[config.mk]
export PLATFORM = sky130hd
export DESIGN_NAME = flag_register_unit
export DESIGN_NICKNAME = d
export VERILOG_FILES = /design/src/rtl/cpu_flags_pkg.sv /design/src/rtl/zero_detect.sv /design/src/rtl/flag_register_unit.sv
export SDC_FILE = /design/constraint.sdc
export NUM_CORES = 1
export LEC_CHECK = 0
export ABC_AREA = 1
export BUFFER_PORTS_ARGS = -buffer_cell sky130_fd_sc_hd__buf_2
export CAP_MARGIN = 5
export CORE_MARGIN = 2
export CORE_UTILIZATION = 26
export DETAILED_ROUTE_END_ITERATION = 8
export PLACE_DENSITY = 0.79
export SLEW_MARGIN = 25
export SYNTH_ARGS = -nofsm -noshare
export SYNTH_HDL_FRONTEND = slang
export SYNTH_SLANG_ARGS = --single-unit
[constraint.sdc]
create_clock -name clk -period 0.8 [get_ports clk]
set_clock_uncertainty 0.15 [all_clocks]
set_input_delay 0.08 -clock clk [delete_from_list [all_inputs] [get_ports clk]]
set_output_delay 0.08 -clock clk [all_outputs]
set_load 0.02 [all_outputs]
[src/rtl/cpu_flags_pkg.sv]
// Shared condition-flag types and bit positions for the producer and the branch decoder.
package cpu_flags_pkg;

  typedef struct packed {
    logic n;
    logic z;
    logic c;
    logic v;
  } flags_t;

  localparam int FLAG_N = 3;
  localparam int FLAG_Z = 2;
  localparam int FLAG_C = 1;
  localparam int FLAG_V = 0;

  localparam flags_t FLAGS_CLEAR = '{n: 1'b0, z: 1'b0, c: 1'b0, v: 1'b0};

endpackage

[src/rtl/zero_detect.sv]
// Log-depth zero detector: the first stage NORs groups of ZFANIN input bits,
// every later stage ANDs groups of ZFANIN partial results down to one bit.
module zero_detect #(
  parameter int WIDTH  = 64,
  parameter int ZFANIN = 4
) (
  input  logic [WIDTH-1:0] data,
  output logic             z
);

  function automatic int lvl_nodes(input int l);
    int n;
    n = WIDTH;
    for (int k = 0; k < l; k++) n = (n + ZFANIN - 1) / ZFANIN;
    return n;
  endfunction

  function automatic int num_levels();
    int n;
    int l;
    n = WIDTH;
    l = 0;
    while (n > 1) begin
      n = (n + ZFANIN - 1) / ZFANIN;
      l++;
    end
    return l;
  endfunction

  localparam int LEVELS = num_levels();

  // Level 0 holds inverted inputs, so an AND over a group is the NOR of the raw bits.
  for (genvar l = 0; l <= LEVELS; l++) begin : g_lvl
    localparam int N = lvl_nodes(l);
    logic [N-1:0] nd;
    if (l == 0) begin : g_leaf
      assign nd = ~data;
    end else begin : g_stage
      localparam int NP = lvl_nodes(l - 1);
      for (genvar i = 0; i < N; i++) begin : g_node
        localparam int CNT = ((NP - i * ZFANIN) < ZFANIN) ? (NP - i * ZFANIN) : ZFANIN;
        assign nd[i] = &g_lvl[l-1].nd[i*ZFANIN +: CNT];
      end
    end
  end

  assign z = g_lvl[LEVELS].nd[0];

endmodule

[src/rtl/flag_register_unit.sv]
// Condition-flag producer: derives N/Z/C/V from the ALU, registers them on ADDS/SUBS,
// and offers a same-cycle bypass to the branch decoder.
module flag_register_unit
  import cpu_flags_pkg::*;
#(
  parameter int WIDTH  = 64,
  parameter int ZFANIN = 4
) (
  input  logic             clk,
  input  logic             reset,
  input  logic [WIDTH-1:0] alu_result,
  input  logic             alu_cout,
  input  logic             alu_cmsb,
  input  logic             set_flags,
  input  logic             stall,
  input  logic             fwd_en,
  output logic             negative,
  output logic             zero,
  output logic             carry,
  output logic             overflow,
  output logic             flags_valid,
  output logic             flags_upd
);

  logic   z_c;
  logic   we;
  flags_t c_flags;
  flags_t flags_q;
  flags_t out_flags;
  logic   valid_q;
  logic   upd_q;

  zero_detect #(
    .WIDTH  (WIDTH),
    .ZFANIN (ZFANIN)
  ) u_zero_detect (
    .data (alu_result),
    .z    (z_c)
  );

  assign we = set_flags & ~stall;

  always_comb begin
    c_flags   = FLAGS_CLEAR;
    c_flags.n = alu_result[WIDTH-1];
    c_flags.z = z_c;
    c_flags.c = alu_cout;
    c_flags.v = alu_cmsb ^ alu_cout;
  end

  always_ff @(posedge clk or negedge reset) begin
    if (!reset) begin
      flags_q <= FLAGS_CLEAR;
      valid_q <= 1'b0;
      upd_q   <= 1'b0;
    end else begin
      if (we) begin
        flags_q <= c_flags;
        valid_q <= 1'b1;
      end
      upd_q <= we;
    end
  end

  // Reset gating is combinational so the bypass path is also silenced while reset is low.
  always_comb begin
    out_flags = flags_q;
    if (!reset) begin
      out_flags = FLAGS_CLEAR;
    end else if (fwd_en && we) begin
      out_flags = c_flags;
    end
  end

  assign negative    = out_flags[FLAG_N];
  assign zero        = out_flags[FLAG_Z];
  assign carry       = out_flags[FLAG_C];
  assign overflow    = out_flags[FLAG_V];
  assign flags_valid = valid_q;
  assign flags_upd   = upd_q;

endmodule

==> flow_summary.toml, run 1 <==
[critical_path]
critPathMaxFanout = 2
end_kind = "output pin"
arrival_ps = 990
required_ps = 570
reg2regPathDepth = 1
critPathKind = "register to output pin"
cp-start-kind = "register"

[sta]
tns_ps = -2140
setup_viol = 10
final.setup.worst_slack_ps = -423.1
worstMarginPinSlew_ps = 243.3
min_period_ps = 1223
slew_violations = 0
max_freq_mhz = 817.6
hold_ws_ps = 21.35
timing.final.crit_share_pct = 152.9
hold_violations = 0
maxSlewHeadroom_pct = 83.73
rsz0062_at_grt = "yes"

[routing]
drcViolationCount = 0
viasPerCell = 4.186
via_count = 900
firstDrtPassIters = 4
ant_nets = 0
drt_iter0_drc = 4
totalWireLength_mm = 2.167
wire_per_inst_um = 10.08

[synthesis]
syn-cell-area_um2 = 541.8
synth_top_area_share_pct = 27.71
ys.flop_type = "dfrtp_1"
yosys_warnings = 0
synth-async-reset-ratio_pct = 100.0
yosys.area.top_type = "dfrtp_1"
ys_ff_latch = 6
synth_area_leaders = "dfrtp_1 28%, nor2_1 28%, nand2_1 23%"
ys_seq_area_share_pct = 27.71
synth_edf_count = 0
synth_nets = 169
synth_common_cells = "40 x nor2_1, 33 x nand2_1, 6 x dfrtp_1, 4 x inv_1"
syn_avg_cell_area_um2 = 5.528
synth.most_common_cell = "nor2_1"
synth.distinct_cells = 14
netlist_instances = 98

[global_routing]
grt_max_degree = 8
antenna_found_initial = 0
grt_use_total_pct = 18.20
grt_pass1_vias = 944
overflow = 0
grt_pass1_wl_mm = 3.477

[die]
dieArea_um2 = 2465
start_util_pct = 27.61
rows = 16
die_w_um = 49.65
num_io_pins = 77
core_um2 = 1962
fp.dieH_um = 49.65

[placement]
gp_congestion = 0.6801
portBuffers = 76
dp_slack_ps = -457.9
dp_hpwl_mm = 1.646
placed_cells = 209
placement.cell_area_um2 = 1110

[worst_hold_path]
hold_depth = 3
holdCritPathClass = "input pin to register"

[clocking]
cts_root_buf = "clkbuf_4"
cts.sinks = 6
htreeDepth = 1
cts_tree = "done"
clock_latency_ps = 250
numCtsBuffers = 3
path_clk_slew_ps = 50
cts_buffer_depth = 2

[final_layout]
syn_to_final_growth_pct = 143.6
drive_above_1_share_pct = 64.89
finalNetCount = 260
finalInstanceArea_um2 = 1320
fin_cells = 215
final_util_pct = 67.28
antenna_cells = 0

[power]
ir_drop_v = 0.0004152
p_leak_nw = 0.6612
power_density_nw_per_um2 = 893.2
fin_total_pwr_mw = 1.179

[run_status]
violations = "setup timing"
status = "finished, violations left"

[job]
drv_cap = 0
[path summary, 6_finish.rpt]
| kind | start | endpoint | slack, ps |
|---|---|---|---|
| hold reg to reg | flags_q[3] | flags_q[3] | 330 |
| hold / removal | stall | flags_upd | 20 |
| min in group asynchronous | reset | flags_q[0] | 230 |
| setup / recovery | flags_q[1] | carry | -420 |
| max in group asynchronous | reset | flags_q[3] | 140 |
| setup reg to reg | flags_valid | flags_valid | -90 |
[logic make-up after synthesis]
family	count (synthesis)	synth area share, %
compound gates	7	7.850
xor+xnor	1	1.617
buf+inv	5	3.463
flops	6	27.71
simple gates	79	59.35
[sequential cells by signal, summed over array words and instances, names as in the netlist]
signal       count
flags_upd        1
flags_q          4
flags_valid      1
[repair_timing]
action,4_1_cts,5_1_grt
pin swaps,26,21
hold buffers,1,0
resized for setup,21,20
endpoints found under the setup margin,9,11
buffers inserted,0,1
hold endpoints to repair,6,0
[routing by layer]
layer  part of all wire, %  track usage, %
met1                    35           16.51
met2                    57           36.22
met3                   5.1           2.121
met4                   3.4           12.96
met5                     0               0
[power by group]
group / switching [mW] / internal, mW
clock: 0.111 / 0.189
combinational: 0.226 / 0.312
sequential: 0.0138 / 0.327
[area by class of cell]
cell class                 instances  area, µm²
inverter                           5      31.28
fill                             176      641.9
sequential                         6      151.4
tap                               27      33.78
clock buffer                       4      26.28
multi-input combinational         87      494.2
timing repair buffer              86      583.1
[layout by cell type, fill, tap and decap left out]
cell and count:
buf_2 56, nand2_1 29, nor2_1 26, buf_6 20
nor2_2 14, buf_4 9, dfrtp_1 5, nor2_4 4
nand2_4 3, a21oi_4 3, clkbuf_4 3, nand2_2 2
o21ai_2 2, inv_1 2, inv_8 1, inv_6 1
inv_2 1, xor2_1 1, a211oi_4 1, or2_4 1
o21ai_0 1, clkbuf_1 1, dfrtp_2 1, dlygate4sd3_1 1
[critical path, stage by stage, from the launching register on]
cell	delay (ps)
dfrtp_1	370
nand2_1	110
a21oi_4	120
buf_4	150
Note: power is estimated with default switching activity, not from simulation.
==> run 2: changes to the inputs <==
Settings changed: CORE_UTILIZATION 26 to 29, PLACE_DENSITY 0.79 to 0.8, SYNTH_HIERARCHICAL from default to 1.
==> flow_summary.toml, run 2 <==
[synthesis]
ys_ff_latch = 6
synth_nets = 194
synth_edf_count = 0
synth_top_area_share_pct = 23.53
synth_common_cells = "39 x nor2_1, 33 x nand2_1, 30 x inv_1, 6 x dfrtp_1, 4 x o21ai_0"
ys_seq_area_share_pct = 23.53
netlist_instances = 123
syn-cell-area_um2 = 638.1
syn_avg_cell_area_um2 = 5.188
synth.most_common_cell = "nor2_1"
synth-async-reset-ratio_pct = 100.0
synth_area_leaders = "dfrtp_1 24%, nor2_1 23%, nand2_1 19%"
synth.distinct_cells = 12
yosys.area.top_type = "dfrtp_1"
yosys_warnings = 6
ys.flop_type = "dfrtp_1"

[final_layout]
seqCellArea_um2 = 151.4
antenna_cells = 0
largest_reg_flops = 4
regMostFlops = "flags_q"
layout_common_cells = "66 x buf_2, 27 x nor2_1, 26 x nand2_1"
finalNetCount = 284
multiInputGateArea_um2 = 455.4
finalInstanceArea_um2 = 1304
final_util_pct = 64.48
fillers = 203
final_common_cell = "buf_2"
syn_to_final_growth_pct = 104.3
fin_cells = 239
drive_above_1_share_pct = 57.08

[placement]
dp_slack_ps = -468.2
placement.cell_area_um2 = 1144
dp_hpwl_mm = 1.620
portBuffers = 76
placed_cells = 233
gp_congestion = 0.7218

[global_routing]
grt_max_degree = 8
grtUsageMet1_pct = 16.31
grt_pass1_vias = 968
use_met3_pct = 2.339
antenna_found_initial = 0
overflow = 0
grt-busiest-layer = "met2"
grt_use_total_pct = 16.05
use_met2_pct = 31.82
grt_pass1_wl_mm = 3.305

[sta]
timing.final.crit_share_pct = 162.6
min_period_ps = 1301
hold_violations = 1
setup_viol = 10
worstMarginPinSlew_ps = 219.2
slew_violations = 0
rsz0062_at_grt = "yes"
hold_ws_ps = -17.70
maxSlewHeadroom_pct = 85.33
tns_ps = -2377
final.setup.worst_slack_ps = -501.1
max_freq_mhz = 768.6

[job]
drv_cap = 0

[run_status]
violations = "hold timing, setup timing"
status = "finished, violations left"

[routing]
wire_per_inst_um = 8.264
ant_nets = 0
firstDrtPassIters = 2
totalWireLength_mm = 1.975
drt_iter0_drc = 1
drcViolationCount = 0
via_count = 997
viasPerCell = 4.172

[critical_path]
worstSetupStartpoint = "alu_result[39]"
reg2reg_slack_ps = -90
end_kind = "output pin"
cp-start-kind = "input pin"
reg2regPathDepth = 1
slowest_delay_ps = 140
critPathMaxFanout = 2
arrival_ps = 1070
critPathKind = "input pin to output pin"
required_ps = 570
r2r_end = "flags_valid"
crit_slowest_cell = "and2_4"
r2r-start = "flags_valid"
critPathBufInv = 2
path_cells = "buf_6 -> nor2_4 -> and2_4 -> nand2_2 -> nor2_2 -> nand2_1 -> nor2_2 -> nor2_2 -> nor2_2 -> buf_6"
path_common_cell = "nor2_2"
endpoint = "zero"
path_depth = 10
critPathTopFamily = "simple AND/OR/NAND/NOR gates"

[die]
num_io_pins = 77
start_util_pct = 31.56
core_um2 = 2022
die_w_um = 50.91
fp.dieH_um = 50.91
dieArea_um2 = 2592
rows = 16

[power]
ir_drop_v = 0.0005211
fin_total_pwr_mw = 1.171
seq_power_share_pct = 28.9
combPwrFrac_pct = 44.7
p_leak_nw = 0.7863
power_density_nw_per_um2 = 898.3
pwr-share-clk_pct = 26.4
intPower_mw = 0.8065
p_sw_mw = 0.3646
sw_frac_of_total_pct = 31.13

[clocking]
cts.hold.buffers_added = 1
cts.sinks = 6
path_clk_slew_ps = 60
htreeDepth = 1
numCtsBuffers = 3
clock_latency_ps = 250
cts_root_buf = "clkbuf_4"
cts_tree = "done"
cts_buffer_depth = 2

[worst_hold_path]
holdCritPathClass = "input pin to register"
==> run 2: changes by cell type in the layout (fill, tap and decap cells not counted), sizes merged, moves of 3 or more <==
cell / before / now
and2: 0 / 3
inv: 5 / 30
nand4: 0 / 4
nor2: 44 / 41
a21oi: 3 / 0
==> run 2: routing by layer <==
| layer | wire length [µm] | vias up |
|---|---|---|
| met1 | 713 | 415 |
| met3 | 160 | 4 |
| li1 | - | 530 |
| met5 | 0 | - |
| met2 | 1066 | 48 |
| met4 | 35 | 0 |
==> run 2: repair_timing <==
action | in CTS | in global routing
endpoints found under the hold margin | 7 | 1
gates resized for setup | 19 | 23
pin swaps | 2 | 22
setup buffers | 0 | 2
endpoints found under the setup margin | 10 | 11
==> run 2: layout make-up <==
type                            instances  share of cell area (%)
Clock buffer                            4                   2.015
Timing Repair Buffer                   85                   39.64
Tap cell                               27                   2.591
Multi-Input combinational cell         87                   34.93
Sequential cell                         6                   11.61
Inverter                               30                   9.213
==> run 2: power by group through the flow <==
stage / clock (mW) / sequential, mW / combinational [mW]
2_1_floorplan: 0 / 0.342 / 0.179
3_3_place_gp: 0 / 0.340 / 0.420
3_5_place_dp: 0 / 0.341 / 0.429
4_1_cts: 0.318 / 0.337 / 0.472
5_1_grt: 0.346 / 0.341 / 0.584
6_report: 0.309 / 0.339 / 0.523
==> run 2: how the worst min path moves through the flow <==
stage | depth (start not counted) | end | startpoint
final | 4 | flags_q[0] | alu_cmsb
after detailed placement | 1 | flags_valid | reset
after CTS | 4 | flags_q[0] | alu_cmsb
after global routing | 4 | flags_q[0] | alu_cmsb
after floorplan | 0 | flags_q[0] | reset
after global placement | 1 | flags_valid | reset
==> run 2: logic make-up after synthesis <==
kind of cell,count (synthesis),synth area share (%)
AND/OR/NAND/NOR,83,55.69
buffers and inverters,30,17.65
flip-flops,6,23.53
AO/OA/AOI/OAI,4,3.137
==> run 2: tightest hold or removal path: cells and delay by family <==
family	cells	cell delay, ps
buffers and inverters	1	90
and+or+nand+nor	2	130
AOI/OAI and AO/OA	1	50
==> run 3: changes to the inputs <==
Settings changed: SETUP_SLACK_MARGIN from default to 0.15.
==> flow_summary.toml, run 3 (synthesis results as in run 2) <==
[run_status]
status = "finished, violations left"
violations = "hold timing, setup timing"

[sta]
maxSlewHeadroom_pct = 87.41
setup_viol = 11
rsz0062_at_grt = "yes"
final.setup.worst_slack_ps = -442.9
hold_violations = 6
min_period_ps = 1243
hold_ws_ps = -80.99
max_freq_mhz = 804.6
timing.final.crit_share_pct = 155.4
worstMarginPinSlew_ps = 188.1
slew_violations = 0

[worst_hold_path]
holdCritPathClass = "input pin to asynchronous set/reset pin"

[global_routing]
grt-busiest-layer = "met2"
overflow = 0
antenna_found_initial = 0
grt_pass1_wl_mm = 3.408
use_met3_pct = 2.339
grt_use_total_pct = 16.75
grt_max_degree = 8
grtUsageMet1_pct = 15.65
grt_pass1_vias = 935
use_met2_pct = 35.28

[clocking]
numCtsBuffers = 3
htreeDepth = 1
cts_tree = "done"
clock_latency_ps = 240
cts.hold.buffers_added = 1
cts_root_buf = "clkbuf_4"
cts_buffer_depth = 2
path_clk_slew_ps = 50
cts.sinks = 6

[die]
start_util_pct = 31.56
core_um2 = 2022
num_io_pins = 77
dieArea_um2 = 2592
die_w_um = 50.91
rows = 16
fp.dieH_um = 50.91

[critical_path]
path_cells = "inv_1 -> nand2_1 -> nand2_2 -> nor2_4 -> buf_6"
reg2regPathDepth = 5
crit_slowest_cell = "dfrtp_1"
critPathMaxFanout = 2
critPathBufInv = 2
reg2reg_slack_ps = -220
arrival_ps = 1010
r2r-start = "flags_q[3]"
slowest_delay_ps = 370
critPathTopFamily = "flip-flops"
end_kind = "output pin"
critPathKind = "register to output pin"
required_ps = 570
cp-start-kind = "register"
r2r_end = "flags_q[3]"

[routing]
totalWireLength_mm = 2.323
firstDrtPassIters = 4
via_count = 999
drcViolationCount = 0
viasPerCell = 4.094
wire_per_inst_um = 9.520
ant_nets = 0
drt_iter0_drc = 20

[final_layout]
largest_reg_flops = 4
layout_common_cells = "59 x buf_2, 28 x nor2_1, 26 x nand2_1"
final_common_cell = "buf_2"
finalNetCount = 289
syn_to_final_growth_pct = 121.0
regMostFlops = "flags_q"
antenna_cells = 0
drive_above_1_share_pct = 58.99
fillers = 176
fin_cells = 244

[power]
fin_total_pwr_mw = 1.268
ir_drop_v = 0.0006446
power_density_nw_per_um2 = 899.3
p_leak_nw = 0.8411

[placement]
gp_congestion = 0.6983
portBuffers = 76
placed_cells = 235
dp_hpwl_mm = 1.661

[job]
drv_cap = 0
==> run 3: changes by cell type in the layout (fill, tap and decap cells not counted), sizes merged <==
cell	delta
buf	+5
dlygate4sd3	-1
dlymetal6s4s	+1
==> run 3: worst min-delay path, stage by stage <==
cell and delay (ps):
buf_2 150, dlymetal6s4s_1 260, buf_4 150
==> run 3: what timing repair did <==
action | in CTS | in global routing
endpoints found under the setup margin | 11 | 17
setup buffers | 2 | 2
hold endpoints to repair | 6 | 6
pin swaps | 9 | 11
gates resized for setup | 21 | 33
==> run 3: cell type report <==
cell class | count | area (µm²) | share of cell area, %
flip-flops and latches | 6 | 151.4 | 10.74
inverters | 30 | 120.1 | 8.518
repair buffers | 90 | 611.8 | 43.39
multi-input cells | 87 | 466.7 | 33.10
clock buffers | 4 | 26.28 | 1.863
well taps | 27 | 33.78 | 2.396
==> run 3: layer usage <==
metal	share of wire (%)	wire length [µm]
met5	0	0
met4	0	0
met3	5.9	138
met2	57	1326
met1	37	858
==> run 3: how the worst max path moves through the flow <==
| stage | start | endpoint | depth (start not counted) |
|---|---|---|---|
| final | flags_q[1] | carry | 5 |
| after global routing | alu_result[63] | zero | 9 |
| after CTS | alu_result[25] | zero | 10 |
| after detailed placement | alu_result[1] | zero | 11 |
| after global placement | alu_result[1] | zero | 11 |
| after floorplan | alu_result[40] | zero | 8 |
==> run 3: where the power goes <==
group,switching (mW),total [mW],internal (mW)
combinational,0.262,0.623,0.361
clock,0.115,0.304,0.189
sequential,0.0144,0.341,0.327
total,0.391,1.27,0.878
==> run 3: through the flow <==
stage                     instance area, µm²  setup WS [ps]  hold slack [ps]  util [%]  TNS (ps)
after floorplan                        676.9         -222.5           -365.6         -    -542.5
after global placement                  1159         -469.7           -106.2     57.30     -1809
after detailed placement                1159         -464.4           -109.0     57.30     -1929
after CTS                               1286         -410.5            7.866     63.61     -2260
after global routing                    1410         -502.0           -62.46     69.74     -2984
final                                   1410         -442.9           -80.99     69.74     -2574
